### src/rtl/stack_pkg.sv
// Shared state encoding and default geometry for the stacking game controller.
package stack_pkg;
   // FSM state encoding, also driven out on the state port
   localparam logic [2:0] S_IDLE = 3'd0;
   localparam logic [2:0] S_MOVE = 3'd1;
   localparam logic [2:0] S_TRIM = 3'd2;
   localparam logic [2:0] S_OVER = 3'd3;

   // Horizontal direction of the moving block
   localparam logic DIR_RIGHT = 1'b0;
   localparam logic DIR_LEFT  = 1'b1;

   // Default playfield geometry
   localparam int DEF_SCREEN_W = 640;
   localparam int DEF_START_X  = 270;
   localparam int DEF_START_W  = 100;
   localparam int DEF_BASE_Y   = 360;
   localparam int DEF_BLOCK_H  = 20;
   localparam int DEF_SPEED    = 2;
   localparam int DEF_MAX_LVL  = 15;
endpackage

### src/rtl/stack_overlap.sv
// Overlap of the dropped span against the top stacked span.
// 11-bit sums so x+w never wraps; a touching edge (R==L) is a miss.
module stack_overlap
   import stack_pkg::*;
(
   input  logic [9:0] a_x,
   input  logic [9:0] a_w,
   input  logic [9:0] b_x,
   input  logic [9:0] b_w,
   output logic [9:0] l,
   output logic [9:0] span,
   output logic       miss
);
   logic [10:0] a_r, b_r, lo, hi, diff;

   // Left edge is the larger start, right edge the smaller end
   always_comb begin
      a_r  = {1'b0, a_x} + {1'b0, a_w};
      b_r  = {1'b0, b_x} + {1'b0, b_w};
      lo   = (a_x > b_x) ? {1'b0, a_x} : {1'b0, b_x};
      hi   = (a_r < b_r) ? a_r : b_r;
      miss = (hi <= lo);
      diff = hi - lo;
      l    = lo[9:0];
      span = miss ? 10'd0 : diff[9:0];
   end
endmodule

### src/rtl/stack_ctrl.sv
// Stacking game controller: moves a block back and forth, trims it against
// the stack on drop, and tracks height, loss and win.
module stack_ctrl
   import stack_pkg::*;
#(
   parameter int SCREEN_W  = DEF_SCREEN_W,
   parameter int START_X   = DEF_START_X,
   parameter int START_W   = DEF_START_W,
   parameter int BASE_Y    = DEF_BASE_Y,
   parameter int BLOCK_H   = DEF_BLOCK_H,
   parameter int SPEED     = DEF_SPEED,
   parameter int MAX_LEVEL = DEF_MAX_LVL
) (
   input  logic       clk,
   input  logic       rst,
   input  logic       tick,
   input  logic       start,
   input  logic       drop,
   output logic [9:0] pos_x,
   output logic [9:0] pos_y,
   output logic [9:0] width,
   output logic [9:0] base_x,
   output logic [9:0] base_w,
   output logic [9:0] height,
   output logic       game_over,
   output logic       win,
   output logic [2:0] state
);
   logic        dir;
   logic [9:0]  ov_l, ov_w;
   logic        ov_miss;
   logic [10:0] right_lim;
   logic [9:0]  next_h;

   stack_overlap u_overlap (
      .a_x  (pos_x),
      .a_w  (width),
      .b_x  (base_x),
      .b_w  (base_w),
      .l    (ov_l),
      .span (ov_w),
      .miss (ov_miss)
   );

   // Rightmost legal x for the current width, and height after a hit
   always_comb begin
      right_lim = 11'(SCREEN_W) - {1'b0, width};
      next_h    = height + 10'd1;
   end

   // Game FSM; a start in OVER returns to the reset values, like rst
   always_ff @(posedge clk) begin
      if (rst || (state == S_OVER && start)) begin
         state     <= S_IDLE;
         pos_x     <= 10'(START_X);
         pos_y     <= 10'(BASE_Y);
         width     <= 10'(START_W);
         base_x    <= 10'(START_X);
         base_w    <= 10'(START_W);
         height    <= 10'd1;
         dir       <= DIR_RIGHT;
         game_over <= 1'b0;
         win       <= 1'b0;
      end else begin
         case (state)
            S_IDLE: begin
               if (start) begin
                  state <= S_MOVE;
                  pos_x <= 10'd0;
                  dir   <= DIR_RIGHT;
                  pos_y <= 10'(BASE_Y - int'(height) * BLOCK_H);
               end
            end
            S_MOVE: begin
               // drop freezes the block even if a tick arrives with it
               if (drop) begin
                  state <= S_TRIM;
               end else if (tick) begin
                  if (dir == DIR_RIGHT) begin
                     if ({1'b0, pos_x} + 11'(SPEED) >= right_lim) begin
                        pos_x <= right_lim[9:0];
                        dir   <= DIR_LEFT;
                     end else begin
                        pos_x <= pos_x + 10'(SPEED);
                     end
                  end else begin
                     if (pos_x <= 10'(SPEED)) begin
                        pos_x <= 10'd0;
                        dir   <= DIR_RIGHT;
                     end else begin
                        pos_x <= pos_x - 10'(SPEED);
                     end
                  end
               end
            end
            S_TRIM: begin
               if (ov_miss) begin
                  state     <= S_OVER;
                  game_over <= 1'b1;
               end else begin
                  base_x <= ov_l;
                  base_w <= ov_w;
                  width  <= ov_w;
                  height <= next_h;
                  if (next_h == 10'(MAX_LEVEL)) begin
                     state     <= S_OVER;
                     win       <= 1'b1;
                     game_over <= 1'b1;
                  end else begin
                     state <= S_MOVE;
                     pos_x <= 10'd0;
                     dir   <= DIR_RIGHT;
                     pos_y <= pos_y - 10'(BLOCK_H);
                  end
               end
            end
            default: ;  // OVER holds everything until start
         endcase
      end
   end
endmodule
### config.mk
export PLATFORM = sky130hd
export DESIGN_NAME = stack_ctrl
export DESIGN_NICKNAME = d
export VERILOG_FILES = /design/src/rtl/stack_pkg.sv /design/src/rtl/stack_overlap.sv /design/src/rtl/stack_ctrl.sv
export SDC_FILE = /design/constraint.sdc
export NUM_CORES = 1
export LEC_CHECK = 0
export BUFFER_PORTS_ARGS = -buffer_cell sky130_fd_sc_hd__buf_2
export CORE_ASPECT_RATIO = 1.2
export CORE_MARGIN = 1
export CORE_UTILIZATION = 56
export CTS_BUF_LIST = sky130_fd_sc_hd__clkbuf_4
export DETAILED_ROUTE_END_ITERATION = 6
export PLACE_DENSITY = 0.78
export SYNTH_ARGS = -nofsm -noshare
export SYNTH_HDL_FRONTEND = slang
export SYNTH_SLANG_ARGS = --single-unit
### constraint.sdc
create_clock -name clk -period 5.95 [get_ports clk]
set_input_delay 0.595 -clock clk [delete_from_list [all_inputs] [get_ports clk]]
set_output_delay 0.595 -clock clk [all_outputs]
set_load 0.005 [all_outputs]
==> tab_implementation.tex, run 1 <==
\begin{tabular}{lr}
\hline
Metric & Value \\
\hline
\multicolumn{2}{l}{\textbf{Status}} \\
Status & completed \\
\multicolumn{2}{l}{\textbf{Synth}} \\
Average size of a mapped cell & 7.86 sq um \\
Post-synth EDFFs & 0 \\
Leading post-synthesis cells by instance count & ha\_1, a21oi\_1, dfxtp\_1 \\
Largest cells by area after synthesis & dfxtp\_1, ha\_1, xnor2\_1, a21oi\_1, o21ai\_0 \\
Total standard cell area after synthesis & 5870 sq um \\
Ys Warns & 0 \\
Cell accounting for the most synthesized area & dfxtp\_1 \\
Register bit count reported by yosys & 53 \\
Synth Flop Type & dfxtp\_1 \\
Synthesized instance count & 747 \\
Synth top area share & 0.181 \\
Synth unique cells & 65 \\
Post-synthesis async set-or-reset flop share & 0 \\
Fraction of the yosys area taken by sequential cells & 0.181 \\
Most common cell in the synthesized netlist & ha\_1 \\
\multicolumn{2}{l}{\textbf{Routing}} \\
Vias per std cell & 6.51 \\
Count of vias placed by the detailed router & 6234 \\
DR WL/cell & 19.3 um \\
Routed wire length & 18500 um \\
DRC Markers & 0 \\
Count of routing violations after the opening detailed-route iteration & just under 600 \\
Detailed-routing iteration count for the pre-antenna-repair pass & 5 \\
Antenna viol nets, final & 0 \\
\multicolumn{2}{l}{\textbf{Placed design}} \\
Cell total after placement & 943 \\
RD Place Congestion & 1.01 \\
Detailed placement HPWL & approximately 14000 um \\
IO buf count & 66 \\
Setup slack after placement & -0.437 ns \\
\multicolumn{2}{l}{\textbf{Layout}} \\
Number of nets in the layout & 922 \\
Post-route non-filler standard cell count & 958 \\
Diodes inserted & 0 \\
Layout-stage area growth over the synthesis result & 15.1\% \\
Share of layout cells above drive strength 1 & 0.200 \\
Post-layout util & 0.668 \\
\multicolumn{2}{l}{\textbf{Clock tree}} \\
Hold buffers post-CTS & 0 \\
Clock buffer depth & 2 \\
Number of buffers added by the clock tree synthesis step & 5 \\
Sinks on the clock net & 53 \\
H-tree level count & 2 \\
Clock insertion delay at the later pin of the skew report & 0.42 ns \\
Clk root buf & clkbuf\_4 \\
Clock-pin transition on the worst setup and hold timing paths & 0.17 ns \\
CTS tree & yes \\
\multicolumn{2}{l}{\textbf{Timing}} \\
Crit share post-route & 0.962 \\
Final critical-path required period & 5.72 ns \\
Count of endpoints failing hold in the final timing report & 0 \\
Relative slew slack & 0.227 \\
Total Negative Setup Slacks & 0 ns \\
Min setup slack post-route & between 0.2 and 0.25 ns \\
Setup skew after layout & 0.0247 ns \\
Number of slew-limit violations in the final report & 0 \\
Pin slew with the least headroom to its limit & 1.16 ns \\
\# setup viols final & 0 \\
Highest attainable clock frequency & approximately 170 MHz \\
\multicolumn{2}{l}{\textbf{GRT}} \\
Overall overflow remaining after global route & 0 \\
Wire length of the first global-routing pass & approximately 28000 um \\
Initial antenna violation count & 0 \\
Pin count of the biggest net entering global routing & 46 \\
Number of global-route vias before repair & 5694 \\
Global-route usage over all layers & 0.334 \\
\multicolumn{2}{l}{\textbf{Pwr}} \\
VDD IR max & 0.572 mV \\
LEAKAGE & around 3.2 nW \\
Pwr per Cell Area & 644 nW/um\^{}2 \\
\multicolumn{2}{l}{\textbf{Worst hold path}} \\
Number of cells on the worst hold path & 2 \\
Startpoint of the worst hold path & win\$\_SDFFE\_PP0P\_ \\
Class of the worst hold path & reg2reg \\
\multicolumn{2}{l}{\textbf{Critical path}} \\
Highest-delay cell along the critical path & or4\_4 \\
Worst setup SP type & flip-flop \\
Critical path fanouts, max & 11 \\
Critical Path End Type & flip-flop \\
Endpoint arrival time on the critical path & approximately 6.1 ns \\
Reg2Reg Launch Point & base\_w[1]\$\_SDFFE\_PP0P\_ \\
Crit path largest cell delay & 0.57 ns \\
Worst path required time & 6.30 ns \\
Number of cells traversed by the worst register-to-register path & 24 \\
Type of the worst setup path & reg2reg \\
Crit. Startpoint & base\_w[1]\$\_SDFFE\_PP0P\_ \\
CP cell instances & ha\_1 > a21o\_1 > a21oi\_1 > o21bai\_1 > a21oi\_1 > o21ai\_1 > xor2\_1 > ha\_1 > a21oi\_1 > o21a\_1 > o31a\_1 > o21ai\_1 > a21oi\_4 > buf\_12 > mux2i\_1 > ha\_1 > nand2b\_1 > a21o\_1 > and3\_4 > or4\_4 > and4\_4 > mux2\_4 > o311a\_1 > a31oi\_1 \\
\multicolumn{2}{l}{\textbf{Flow run}} \\
Max cap viols & 0 \\
\multicolumn{2}{l}{\textbf{Floorplanning}} \\
Std-Cell Core Area & roughly 10000 sq um \\
Effective utilization at floorplan & 0.581 \\
Die X-Extent & around 95 um \\
Die Y-Extent & 114 um \\
DIE AREA & about 11000 sq um \\
FP Rows & 40 \\
Count of pins on the block boundary & 70 \\
\hline
\end{tabular}
-- critical path, delay by kind of cell (launching register included) --
family | cells | cell delay [ns]
AO/OA/AOI/OAI | 13 | 2.42
XOR/XNOR | 1 | 0.18
adder cells (fa/ha/maj) | 3 | 0.82
buffers and inverters | 1 | 0.15
flip-flops | 1 | 0.37
multiplexers | 2 | 0.67
AND/OR/NAND/NOR | 4 | 1.04
-- layout make-up --
type | instances | area, sq um
Sequential cell | 53 | 1060
Clock inverter | 2 | 16.3
Tap cell | 126 | 158
Inverter | 46 | 173
Fill cell | 873 | 3350
Multi-Input combinational cell | 607 | 4560
Timing Repair Buffer | 119 | 744
Clock buffer | 5 | 37.5
-- per-layer routing --
metal,global-route usage,vias up,share of wire
li1,-,2915,-
met1,0.420,2940,0.40
met2,0.557,315,0.46
met3,0.0518,64,0.086
met4,0.148,0,0.047
met5,0,-,0
-- sequential cells by signal (all words and copies together), names as in the netlist --
| name | cells |
|---|---|
| game_over | 1 |
| height | 10 |
| dir | 1 |
| win | 1 |
| base_x | 10 |
| pos_y | 8 |
| state | 2 |
| pos_x | 10 |
| base_w | 10 |
-- cell usage in the layout, fill, tap and decap left out, types with 4 or more instances in the layout --
master | synthesis | layout
ha_1 | 81 | 80
buf_2 | 0 | 66
a21oi_1 | 57 | 54
dfxtp_1 | 53 | 51
buf_4 | 15 | 51
o21ai_0 | 50 | 47
nor2_1 | 47 | 46
nand2_1 | 46 | 46
inv_1 | 45 | 45
xnor2_1 | 34 | 34
a21o_1 | 22 | 22
nand3_1 | 25 | 22
nor3_1 | 17 | 17
nand2b_1 | 17 | 17
a211oi_1 | 17 | 17
nand4_1 | 15 | 15
mux2i_1 | 16 | 15
xor2_1 | 14 | 13
o31ai_1 | 13 | 13
o211ai_1 | 10 | 10
a31oi_1 | 10 | 9
nor2b_1 | 8 | 8
o21ai_1 | 5 | 8
o311a_1 | 6 | 6
o311ai_0 | 7 | 6
mux2_2 | 5 | 5
and3_1 | 5 | 5
clkbuf_4 | 0 | 5
o21bai_1 | 4 | 4
a211o_1 | 4 | 4
o21a_1 | 4 | 4
nor3b_1 | 4 | 4
and2_1 | 4 | 4
fa_1 | 4 | 4
-- where the power goes --
part | switching (W) | total [W] | internal (W)
Combinational | 0.00229 | 0.00372 | 0.00143
Clock | 0.000127 | 0.000172 | 0.0000447
Sequential | 0.0000581 | 0.000462 | 0.000404
-- metrics by stage --
step                total power [W]  hold slack (ns)  instance area [sq um]
CTS                         0.00406            0.501                   6590
finish                      0.00435            0.493                   6760
global placement            0.00355            0.459                   6480
global route                0.00462            0.550                   6760
detailed placement          0.00369            0.465                   6480
floorplan                   0.00295            0.460                   5880
-- kinds of logic after synthesis --
family                   share of synthesized area
AO/OA/AOI/OAI                                0.270
XOR/XNOR                                    0.0716
adder cells (fa/ha/maj)                      0.186
buffers and inverters                       0.0723
flip-flops                                   0.181
multiplexers                                0.0407
other                                     0.000639
AND/OR/NAND/NOR                              0.178
-- path summary, 6_finish.rpt --
path	endpoint	slack (ns)
worst max register to register	pos_y[5]$_SDFFE_PP1P_	0.23
worst min register to register	win$_SDFFE_PP0P_	0.49
worst min-delay path	win$_SDFFE_PP0P_	0.49
worst max-delay path	pos_y[5]$_SDFFE_PP1P_	0.23
-- timing repair --
action / 4_1_cts / 5_1_grt
cloned: 1 / 2
gates resized for setup: 4 / 25
pin swaps: 2 / 3
setup buffers: 2 / 3
setup endpoints to repair: 52 / 52
(Power assumes the default switching activity.)
==> inputs of run 2 (changes only) <==
--- a/config.mk
+++ b/config.mk
@@ -12,6 +12,7 @@
 export CTS_BUF_LIST = sky130_fd_sc_hd__clkbuf_4
 export DETAILED_ROUTE_END_ITERATION = 6
 export PLACE_DENSITY = 0.78
+export RECOVER_POWER = 100
 export SYNTH_ARGS = -nofsm -noshare
 export SYNTH_HDL_FRONTEND = slang
 export SYNTH_SLANG_ARGS = --single-unit
==> run 2 against run 1 <==
Effect of this change:
- sequential share of layout area grew 0.28 points
- via count grew 0.53%
- flip-flop and latch count is the same
- die area is the same
- cell count is the same
- critical endpoint unchanged
- clock power is essentially flat
- non-clock buffer count is the same
- register-to-register slack is essentially flat
- wire length is essentially flat
- core utilization shrank 1.2 points
- clock-buffer cell count is the same
- worst setup slack gained 0.0014 ns
==> tab_implementation.tex, run 2 (same netlist as run 1, synthesis figures left out) <==
\begin{tabular}{lr}
\hline
Metric & Value \\
\hline
\multicolumn{2}{l}{\textbf{Clock tree}} \\
Clk root buf & clkbuf\_4 \\
Clock insertion delay at the later pin of the skew report & 0.41 ns (about the same) \\
CTS tree & yes \\
Hold buffers post-CTS & 0 (unchanged) \\
Sinks on the clock net & 53 (unchanged) \\
H-tree level count & 2 (unchanged) \\
Number of buffers added by the clock tree synthesis step & 5 (unchanged) \\
Clock-pin transition on the worst setup and hold timing paths & 0.17 ns (about the same) \\
Clock buffer depth & 2 (unchanged) \\
\multicolumn{2}{l}{\textbf{Floorplanning}} \\
DIE AREA & 10900 sq um (unchanged) \\
FP Rows & 40 (unchanged) \\
Std-Cell Core Area & 10100 sq um (unchanged) \\
Die Y-Extent & 114 um (unchanged) \\
Effective utilization at floorplan & 0.581 (unchanged) \\
Count of pins on the block boundary & 70 (unchanged) \\
Die X-Extent & 95.5 um (unchanged) \\
\multicolumn{2}{l}{\textbf{Timing}} \\
Setup skew after layout & 0.0231 ns (-0.00155 ns) \\
\# setup viols final & 0 (unchanged) \\
Pin slew with the least headroom to its limit & 1.15 ns (-0.00559 ns) \\
Highest attainable clock frequency & 175 MHz (about the same) \\
Number of slew-limit violations in the final report & 0 (unchanged) \\
Crit share post-route & 0.961 (about the same) \\
Relative slew slack & 0.231 (+0.00373) \\
Total Negative Setup Slacks & 0 ns (unchanged) \\
Final critical-path required period & 5.72 ns (-0.00139 ns) \\
Count of endpoints failing hold in the final timing report & 0 (unchanged) \\
\multicolumn{2}{l}{\textbf{Routing}} \\
Antenna viol nets, final & 0 (unchanged) \\
DRC Markers & 0 (unchanged) \\
Routed wire length & 18500 um (about the same) \\
DR WL/cell & 19.3 um (about the same) \\
Count of routing violations after the opening detailed-route iteration & 549 (-5.8\%) \\
Count of vias placed by the detailed router & 6267 (+0.53\%) \\
Detailed-routing iteration count for the pre-antenna-repair pass & 5 (unchanged) \\
Vias per std cell & 6.54 (+0.53\%) \\
\multicolumn{2}{l}{\textbf{Pwr}} \\
VDD IR max & 0.573 mV (about the same) \\
LEAKAGE & 3.07 nW (-4.8\%) \\
Pwr per Cell Area & 651 nW/um\^{}2 (+1.1\%) \\
\multicolumn{2}{l}{\textbf{Layout}} \\
Number of nets in the layout & 922 (unchanged) \\
Number of filler cells placed in the layout & 895 (+2.5\%) \\
Layout-stage area growth over the synthesis result & 13.1\% \\
Diodes inserted & 0 (unchanged) \\
Most frequent cells in the layout & ha\_1, a21oi\_1, dfxtp\_1, buf\_2, o21ai\_0 \\
Post-layout util & 0.656 (-0.0118) \\
Most common library cell in the layout ignoring fill and taps & ha\_1 \\
Post-route non-filler standard cell count & 958 (unchanged) \\
Share of layout cells above drive strength 1 & 0.150 (-0.0493) \\
\multicolumn{2}{l}{\textbf{Placed design}} \\
Cell total after placement & 943 (unchanged) \\
IO buf count & 66 (unchanged) \\
RD Place Congestion & 1.01 (unchanged) \\
Detailed placement HPWL & 13800 um (unchanged) \\
\multicolumn{2}{l}{\textbf{GRT}} \\
Overall overflow remaining after global route & 0 (unchanged) \\
Pin count of the biggest net entering global routing & 46 (unchanged) \\
Number of global-route vias before repair & 5694 (unchanged) \\
Initial antenna violation count & 0 (unchanged) \\
Global-route usage over all layers & 0.334 (unchanged) \\
Wire length of the first global-routing pass & 28300 um (unchanged) \\
\multicolumn{2}{l}{\textbf{Critical path}} \\
Type of the worst setup path & reg2reg \\
Reg2Reg Launch Point & base\_w[0]\$\_SDFFE\_PP0P\_ \\
Largest delay contributor family on the critical path & compound AO/OA/AOI/OAI gates \\
Crit path largest cell delay & 0.57 ns (about the same) \\
R2r endpoint & pos\_y[5]\$\_SDFFE\_PP1P\_ \\
Critical path fanouts, max & 11 (unchanged) \\
Highest-delay cell along the critical path & or4\_4 \\
Number of cells traversed by the worst register-to-register path & 24 (unchanged) \\
Worst setup SP type & flip-flop \\
Endpoint arrival time on the critical path & 6.07 ns (about the same) \\
Critical Path End Type & flip-flop \\
Worst path required time & 6.30 ns (about the same) \\
WP buf/inv & 2 (+1) \\
Flop-to-flop setup slack & 0.23 ns (about the same) \\
CP cell instances & ha\_2 > inv\_1 > fa\_1 > nand2b\_1 > a21oi\_2 > nor2\_1 > xor2\_2 > ha\_1 > nand4\_1 > o31a\_1 > o41ai\_4 > a21oi\_4 > buf\_12 > nand2\_1 > o21ai\_0 > ha\_1 > nand3\_1 > a21o\_1 > and3\_4 > or4\_4 > and4\_4 > mux2\_4 > o311a\_1 > a31oi\_1 \\
Critical Path Most Common Cell & ha\_1 \\
\multicolumn{2}{l}{\textbf{Worst hold path}} \\
Class of the worst hold path & reg2reg \\
Min-Delay Endpoint & win\$\_SDFFE\_PP0P\_ \\
Number of cells on the worst hold path & 2 (unchanged) \\
Startpoint of the worst hold path & win\$\_SDFFE\_PP0P\_ \\
\multicolumn{2}{l}{\textbf{Flow run}} \\
Max cap viols & 0 (unchanged) \\
\multicolumn{2}{l}{\textbf{Status}} \\
Status & completed \\
\hline
\end{tabular}
==> run 2: cell count changes in the layout (fill, tap and decap cells not counted) <==
cell,delta
clkbuf_1,+39
buf_2,-15
buf_1,+2
clkbuf_2,+1
buf_4,-27
==> run 2: worst reg2reg max path, delay by kind of cell (launching register included) <==
kind	cells	cell delay, ns
AND/OR/NAND/NOR	8	1.49
XOR/XNOR	1	0.18
buffers and inverters	2	0.21
adder cells (fa/ha/maj)	4	1.30
flip-flops	1	0.40
multiplexers	1	0.33
AO/OA/AOI/OAI	8	1.75
==> run 2: per-stage QoR <==
| step | area, sq um | hold WS [ns] | total power (W) | worst slack, ns |
|---|---|---|---|---|
| global placement | 6480 | 0.459 | 0.00355 | -0.229 |
| global route | 6640 | 0.550 | 0.00459 | -0.00239 |
| CTS | 6590 | 0.501 | 0.00406 | 0.0229 |
| floorplan | 5880 | 0.460 | 0.00295 | 0.249 |
| finish | 6640 | 0.493 | 0.00432 | 0.230 |
| detailed placement | 6480 | 0.465 | 0.00369 | -0.437 |
==> run 2: area by class of cell <==
cell class / instances / area [sq um] / share of cell area
sequential: 53 / 1060 / 0.160
tap: 126 / 158 / 0.0238
timing repair buffer: 119 / 626 / 0.0943
clock buffer: 5 / 37.5 / 0.00566
multi-input combinational: 607 / 4560 / 0.688
inverter: 46 / 173 / 0.0260
clock inverter: 2 / 16.3 / 0.00245
==> run 2: how the worst max path moves through the flow <==
stage                     slack [ns]  cells after the start                    from               endpoint
after floorplan                 0.25                     27   pos_x[1]$_SDFFE_PP1P_  pos_x[3]$_SDFFE_PP1P_
after global placement         -0.23                     23  base_w[0]$_SDFFE_PP0P_       dir$_SDFFE_PP0P_
after detailed placement       -0.44                     23  base_w[0]$_SDFFE_PP0P_  pos_y[4]$_SDFFE_PP0P_
after CTS                       0.02                     23  base_w[0]$_SDFFE_PP0P_  pos_x[7]$_SDFFE_PP0P_
after global routing          -0.002                     24  base_w[0]$_SDFFE_PP0P_  pos_x[8]$_SDFFE_PP1P_
final                           0.23                     24  base_w[0]$_SDFFE_PP0P_  pos_y[5]$_SDFFE_PP1P_
==> run 2: timing repair <==
action / 4_1_cts / 5_1_grt
cloned: 1 / 2
setup endpoints to repair: 52 / 52
buffers inserted: 2 / 3
gates resized for setup: 4 / 25
pin swaps: 2 / 3
==> run 2: power breakdown <==
part           internal (W)  total (W)  switching [W]  leakage [nW]
Combinational       0.00140    0.00369        0.00229          2.61
Sequential         0.000404   0.000462      0.0000578         0.432
Clock             0.0000447   0.000171       0.000126        0.0273
==> run 2: metal layers <==
| metal | vias to the layer above | track usage | wire, um |
|---|---|---|---|
| met5 | - | 0 | 0 |
| met4 | 0 | 0.148 | 856 |
| met3 | 67 | 0.0518 | 1530 |
| met2 | 350 | 0.557 | 8560 |
| met1 | 2926 | 0.420 | 7520 |
| li1 | 2924 | - | - |
